==> config.mk <==
export PLATFORM = sky130hd
export DESIGN_NAME = ifetch_unit
export DESIGN_NICKNAME = d
export VERILOG_FILES = /design/src/rtl/ifetch_unit.sv
export SDC_FILE = /design/constraint.sdc
export NUM_CORES = 1
export LEC_CHECK = 0
export CELL_PAD_IN_SITES_DETAIL_PLACEMENT = 2
export CELL_PAD_IN_SITES_GLOBAL_PLACEMENT = 2
export CORE_MARGIN = 5
export CORE_UTILIZATION = 33
export DETAILED_ROUTE_END_ITERATION = 8
export GPL_TIMING_DRIVEN = 0
export HOLD_SLACK_MARGIN = 0.15
export PLACE_DENSITY = 0.87
export SETUP_SLACK_MARGIN = 0.02
export SLEW_MARGIN = 15
export SYNTH_ARGS = -nofsm -noshare
export SYNTH_HDL_FRONTEND = slang
export SYNTH_SLANG_ARGS = --single-unit
==> constraint.sdc <==
create_clock -name clk -period 7.95 [get_ports clk]
set_clock_uncertainty 0.15 [all_clocks]
set_input_delay 1.9875 -clock clk [delete_from_list [all_inputs] [get_ports clk]]
set_output_delay 1.9875 -clock clk [all_outputs]
set_load 0.01 [all_outputs]
==> src/rtl/ifetch_unit.sv <==
// Instruction fetch stage: PC, single-outstanding icache request,
// decoder hand-off with 2-bit BHT prediction, JALR hold and flush.
module ifetch_unit #(
  parameter logic [31:0] RESET_PC  = 32'h0,
  parameter int          BHT_IDX_W = 6
) (
  input  logic        clk,
  input  logic        rst,
  input  logic        rdy,
  input  logic        clear,
  input  logic [31:0] clear_pc,
  input  logic        stall,
  output logic        icache_req,
  output logic [31:0] icache_addr,
  input  logic        icache_valid,
  input  logic [31:0] icache_ins,
  output logic        to_dec_ok,
  output logic [31:0] to_dec_pc,
  output logic [31:0] to_dec_ins,
  output logic        to_dec_jp,
  input  logic        dec_jalr_ok,
  input  logic [31:0] dec_jalr_pc,
  input  logic        br_upd_valid,
  input  logic [31:0] br_upd_pc,
  input  logic        br_upd_taken
);

  localparam int BHT_N = 1 << BHT_IDX_W;

  typedef enum logic [1:0] {
    S_REQ,
    S_WAIT,
    S_ISSUE,
    S_DRAIN
  } state_e;

  state_e state_q, state_d;
  logic [31:0] pc_q, pc_d;
  logic [31:0] buf_pc_q, buf_pc_d;
  logic [31:0] buf_ins_q, buf_ins_d;
  logic        buf_vld_q, buf_vld_d;
  logic [BHT_N-1:0][1:0] bht_q, bht_d;

  logic [6:0]  opcode;
  logic        is_jal;
  logic        is_br;
  logic        is_jalr;
  logic        pred;
  logic [31:0] j_imm;
  logic [31:0] b_imm;
  logic [31:0] seq_pc;
  logic [BHT_IDX_W-1:0] rd_idx;
  logic [BHT_IDX_W-1:0] up_idx;
  logic        unused_bits;

  assign opcode  = buf_ins_q[6:0];
  assign is_jal  = (opcode == 7'b1101111);
  assign is_br   = (opcode == 7'b1100011);
  assign is_jalr = (opcode == 7'b1100111);

  assign j_imm = {{12{buf_ins_q[31]}}, buf_ins_q[19:12],
                  buf_ins_q[20], buf_ins_q[30:21], 1'b0};
  assign b_imm = {{20{buf_ins_q[31]}}, buf_ins_q[7],
                  buf_ins_q[30:25], buf_ins_q[11:8], 1'b0};

  assign rd_idx = buf_pc_q[BHT_IDX_W+1:2];
  assign up_idx = br_upd_pc[BHT_IDX_W+1:2];
  assign pred   = bht_q[rd_idx][1];

  assign unused_bits = ^{br_upd_pc[31:BHT_IDX_W+2], br_upd_pc[1:0]};

  assign icache_req  = ~rst & rdy & ~clear & ~stall
                     & (state_q == S_REQ);
  assign icache_addr = pc_q;

  assign to_dec_ok  = ~rst & rdy & ~clear & ~stall & buf_vld_q
                    & (state_q == S_ISSUE);
  assign to_dec_pc  = buf_pc_q;
  assign to_dec_ins = buf_ins_q;
  assign to_dec_jp  = to_dec_ok & (is_jal | (is_br & pred));

  always_comb begin
    seq_pc = buf_pc_q + 32'd4;
    unique case (1'b1)
      is_jal:  seq_pc = buf_pc_q + j_imm;
      is_br:   seq_pc = pred ? buf_pc_q + b_imm : buf_pc_q + 32'd4;
      default: seq_pc = buf_pc_q + 32'd4;
    endcase
  end

  always_comb begin
    state_d   = state_q;
    pc_d      = pc_q;
    buf_pc_d  = buf_pc_q;
    buf_ins_d = buf_ins_q;
    buf_vld_d = buf_vld_q;
    if (rdy) begin
      if (clear) begin
        pc_d      = clear_pc;
        buf_vld_d = 1'b0;
        // one response is still in flight and must be swallowed
        if ((state_q == S_WAIT || state_q == S_DRAIN) && !icache_valid)
          state_d = S_DRAIN;
        else
          state_d = S_REQ;
      end else begin
        unique case (state_q)
          S_REQ: begin
            if (icache_req) state_d = S_WAIT;
          end
          S_WAIT: begin
            if (icache_valid) begin
              buf_pc_d  = pc_q;
              buf_ins_d = icache_ins;
              buf_vld_d = 1'b1;
              state_d   = S_ISSUE;
            end
          end
          S_ISSUE: begin
            if (to_dec_ok) begin
              if (is_jalr) begin
                if (dec_jalr_ok) begin
                  pc_d      = dec_jalr_pc;
                  buf_vld_d = 1'b0;
                  state_d   = S_REQ;
                end
              end else begin
                pc_d      = seq_pc;
                buf_vld_d = 1'b0;
                state_d   = S_REQ;
              end
            end
          end
          S_DRAIN: begin
            if (icache_valid) state_d = S_REQ;
          end
          default: state_d = S_REQ;
        endcase
      end
    end
  end

  always_comb begin
    bht_d = bht_q;
    if (rdy && br_upd_valid) begin
      if (br_upd_taken) begin
        if (bht_q[up_idx] != 2'b11)
          bht_d[up_idx] = bht_q[up_idx] + 2'b01;
      end else begin
        if (bht_q[up_idx] != 2'b00)
          bht_d[up_idx] = bht_q[up_idx] - 2'b01;
      end
    end
  end

  always_ff @(posedge clk) begin
    if (rst) begin
      state_q   <= S_REQ;
      pc_q      <= RESET_PC;
      buf_pc_q  <= 32'h0;
      buf_ins_q <= 32'h0;
      buf_vld_q <= 1'b0;
      bht_q     <= {BHT_N{2'b01}};
    end else begin
      state_q   <= state_d;
      pc_q      <= pc_d;
      buf_pc_q  <= buf_pc_d;
      buf_ins_q <= buf_ins_d;
      buf_vld_q <= buf_vld_d;
      bht_q     <= bht_d;
    end
  end

endmodule
Word level (Yosys, flattened, before mapping)
Cells that the tools add are included.
{"block": "totals", "reg_bits": 227, "out_inout_bits": 99}
{"block": "op_classes", "add_sub_neg": 5, "magnitude_cmp": 3, "eq_ne": 14, "n_mux": 33, "bitwise": 12, "reduce_logical": 16}
{"cell": "$mux 128", "n": 3}
{"cell": "$bwmux 128", "n": 2}
{"cell": "$mux 32", "n": 6}
{"cell": "$add 32x32->32", "n": 2}
{"cell": "$pmux 32 s2", "n": 1}
{"cell": "$add 32x3->32 const B", "n": 1}
{"cell": "$bmux 2 s6", "n": 2}
{"cell": "$mux 2", "n": 11}
{"cell": "$eq 7x7->1 const B", "n": 3}
{"cell": "$ne 3x3->1 const B", "n": 5}
{"cell": "$lt 6x7->1 const B", "n": 2}
{"cell": "$demux 2 s6", "n": 1}
{"cell": "$and 1x1->1", "n": 8}
{"cell": "$pmux 2 s4", "n": 1}
{"cell": "$reduce_and 4->1", "n": 2}
{"cell": "$reduce_bool 2->1", "n": 4}
{"cell": "$ge 6x1->1 const B", "n": 1}
{"cell": "$reduce_and 6->1", "n": 1}
{"cell": "$mux 1", "n": 5}
{"cell": "$reduce_and 5->1", "n": 1}
{"cell": "$eq 2x2->1 const B", "n": 2}
{"cell": "$ne 4x4->1 const B", "n": 1}
{"cell": "$logic_and 1x1->1", "n": 3}
{"cell": "$not 1->1", "n": 3}
{"cell": "12 further kinds", "n": 12}

Longest topological paths before layout
{"block": "logic_depth", "word_depth": 9, "depth_mapped": 19, "ltp_nobuf": 14}

Worst setup path after synthesis
OpenSTA, ideal clock, no wires.
{"block": "synth_path", "path_type": "input port to flip-flop", "from": "input port br_upd_pc[3]", "to": "register bht_q[21] in the netlist's numbering", "t_arrival_ns": 5.038, "required_time_ns": 7.730, "slack_ns": 2.691, "path_stages": 18, "n_path_buf": 5, "path_cell_list": "buf_2 nand2_1 or2_2 clkbuf_1 o22ai_1 nor4_1 o22ai_1 or4_1 clkbuf_1 ha_1 mux2i_1 and3_1 clkbuf_1 nand2_1 clkbuf_1 nor2_1 nand2_1 a21oi_1"}
{"block": "synth_between", "elab_chain_cells": 7, "elab_cells_between_ends": 19, "cone_classes": "add/sub: 2; order compare: 2; eq/ne: 2; mux: 9; reduce/logical: 4"}
{"item": "from (decl)", "line": "24", "rtl": "input logic [31:0] br_upd_pc,"}
{"item": "branches (longest 7 deep; another with $sub 2x1->2)"}
{"item": "to (signal assigned)", "line": "163", "rtl": "bht_q <= {BHT_N{2'b01}};"}
{"item": "to (signal assigned)", "line": "170", "rtl": "bht_q <= bht_d;"}
{"item": "to (decl)", "line": "42", "rtl": "logic [BHT_N-1:0][1:0] bht_q, bht_d;"}
Several ways; the timed one is not identified. The select of a mux whose other input is x is not followed.
A chain may end at the register's enable or synchronous reset.

==> results.json <==
{
  "end_kind": "flip-flop",
  "synth_area_per_cell_um2": 7.238,
  "p_per_area_nw_per_um2": 153.5,
  "gp_congestion": 0.9582,
  "max_freq_ghz": 0.1295,
  "path_common_cell": "clkbuf_1",
  "syn-num-nets": 2164,
  "hold_buffers": 0,
  "via_per_inst": 6.206,
  "yosysWarnings": 0,
  "antenna_cells": 0,
  "cts_setup_buffers": 0,
  "port_buffers": 204,
  "avgRoutedWirePerCell_um": 28.69,
  "synth_top_area_share_pct": 31.72,
  "via_count": 17500,
  "status": "finished clean",
  "cts_tree": "done",
  "drv_slew": 0,
  "cp_slowest_cell": "nor4_1",
  "initial_core_util_pct": 33.33,
  "ant_nets": 0,
  "nets": 2400,
  "fin_hold_ws_ns": 0.3333,
  "track_usage_pct": 32.54,
  "syn_area_um2": 14320,
  "cp_top_family": "simple AND/OR/NAND/NOR gates",
  "first_pass_iters": 5,
  "postLayoutCoreUtil_pct": 42.10,
  "fin_crit_sh_pct": 97.17,
  "drive_above_1_share_pct": 4.116,
  "path_buf_inv": 5,
  "grt_pass1_vias": 18550,
  "p_leak_nw": 6.131,
  "critPathKind": "input pin to flip-flop",
  "dp.cells": 2770,
  "clk_latency_ns": 0.59,
  "cts_root_buf": "clkbuf_16",
  "cap_violations": 0,
  "die_width_um": 218.4,
  "arrival_ns": 8.01,
  "rsz0062_at_grt": "no",
  "dp_slack_ns": -0.07130,
  "rows": 76,
  "crit_chain": "clkdlybuf4s50_1, clkbuf_1, nor2_1, nand2_1, o22ai_1, nor4_1, o22ai_1, or4_1, clkbuf_1, ha_1, mux2i_1, and3_1, clkbuf_1, nand2_1, clkbuf_1, o21ai_0, nand3_1",
  "instances_no_fill": 2820,
  "synth_ff_type": "dfxtp_1",
  "layout_setup_ws_ns": 0.2253,
  "slew_headroom_pct": 7.729,
  "crit_required_ns": 8.24,
  "post-synth-top-area-cell": "dfxtp_1",
  "peakVddDrop_v": 0.0001547,
  "core-area_um2": 42980,
  "cts_sinks": 227,
  "grt_pass1_wl_um": 119100,
  "clock_path_buffers": 3,
  "grt_max_degree": 23,
  "synth_area_leaders": "dfxtp_1 (32%), nand2_1 (9.0%), a21oi_1 (8.2%), o21ai_0 (6.8%), ha_1 (4.0%)",
  "crit_path_start_kind": "input pin",
  "path_max_fanout": 10,
  "clk_pin_slew_ns": 0.06,
  "fin_crit_ns": 7.725,
  "post_cts_resize_count": 0,
  "routed_wl_um": 80890,
  "finalHoldViolCount": 0,
  "drc": 0,
  "place_area_um2": 17130,
  "setup_viol": 0,
  "hold_path.class": "flip-flop to flip-flop",
  "numCtsBuffers": 28,
  "drt_iter0_drc": 1660,
  "tightest_slew_ns": 1.379,
  "layout_commonest_cell": "nand2_1",
  "antenna_found_initial": 3,
  "ios": 236,
  "syn_inst": 1979,
  "h-tree-depth": 1,
  "final_cell_area_um2": 18090,
  "synth_enable_flop_cells": 0,
  "slowest_delay_ns": 0.67,
  "grt_overflow": 0,
  "die_h_um": 218.4,
  "yosys.cell_types.count": 82,
  "final_cell_mix": "nand2_1 (343), a21oi_1 (236), dfxtp_1 (227)",
  "yosysSeqAreaShare_pct": 31.72,
  "die_area_um2": 47680,
  "area_delta_synth_final_pct": 26.31,
  "fin_tns_setup_ns": 0,
  "synth-async-reset-ratio_pct": 0,
  "ys_ff_latch": 227,
  "power_mw": 2.777,
  "dp_hpwl_um": 59830
}
## area by class of cell
type | instances | area, µm²
clock buffer | 41 | 839.6
clock inverter | 9 | 120.1
sequential | 227 | 4544
timing repair buffer | 206 | 2057
inverter | 27 | 103.9
multi-input combinational | 1571 | 9097
buffer | 154 | 599.3
fill | 5069 | 24890
tap | 585 | 732.0
## report_power, final
group,switching [mW],internal [mW],total [mW]
combinational,0.157,0.0927,0.249
sequential,0.0142,1.15,1.16
clock,0.569,0.794,1.36
## layer usage
metal / vias up / global-route usage [%] / wire length (µm)
met1: 8820 / 43.94 / 34530
met3: 191 / 6.095 / 7022
met5: - / 0 / 31
met2: 865 / 52.33 / 36240
li1: 7622 / - / -
met4: 4 / 11.20 / 3074
## worst paths after layout
check / start / endpoint / slack, ns / depth (start not counted)
setup / recovery: br_upd_pc[4] / flip-flop / 0.23 / 17
setup reg to reg: flip-flop / flip-flop / 2.83 / 13
hold reg to reg: icache_addr[10] / to_dec_pc[10] / 0.33 / 2
hold / removal: icache_addr[10] / to_dec_pc[10] / 0.33 / 2
## cells in the mapped netlist, drive strengths merged, types with 3 or more instances
library cell  number
a2111oi            4
a211o              3
a211oi            17
a21boi             5
a21o              25
a21oi            236
a221oi             9
a22o               3
a22oi             43
a311o              5
a311oi             3
a31oi             15
a41oi              5
and2              10
and3              23
and4              11
buf               16
clkbuf           138
dfxtp            227
ha                46
inv               25
mux2i             20
mux4               8
nand2            343
nand3            113
nand3b             6
nand4             20
nor2             141
nor2b              9
nor3              18
nor3b              4
nor4              15
o211a              3
o211ai             4
o21a               7
o21ai            199
o21bai             5
o221ai            10
o22ai             52
o2bb2ai            3
o31ai              4
or2                9
or3                8
xnor2             40
xor2              38
## worst min-delay path, cell delays in order, from the launching register on
cell	delay [ns]
dfxtp_1	0.33
nand2_1	0.06
a21oi_1	0.05
## cell families (layout without fill, tap and decap cells)
group,Yosys count,after routing,share of synthesized area (%)
XOR/XNOR,78,78,4.769
buffers and inverters,181,437,4.909
multiplexers,28,28,2.681
flip-flops,227,227,31.72
adder cells (fa/ha/maj),48,48,4.297
AND/OR/NAND/NOR,739,739,23.19
AO/OA/AOI/OAI,678,678,28.43
No activity file was read; power rests on OpenSTA's default activity.
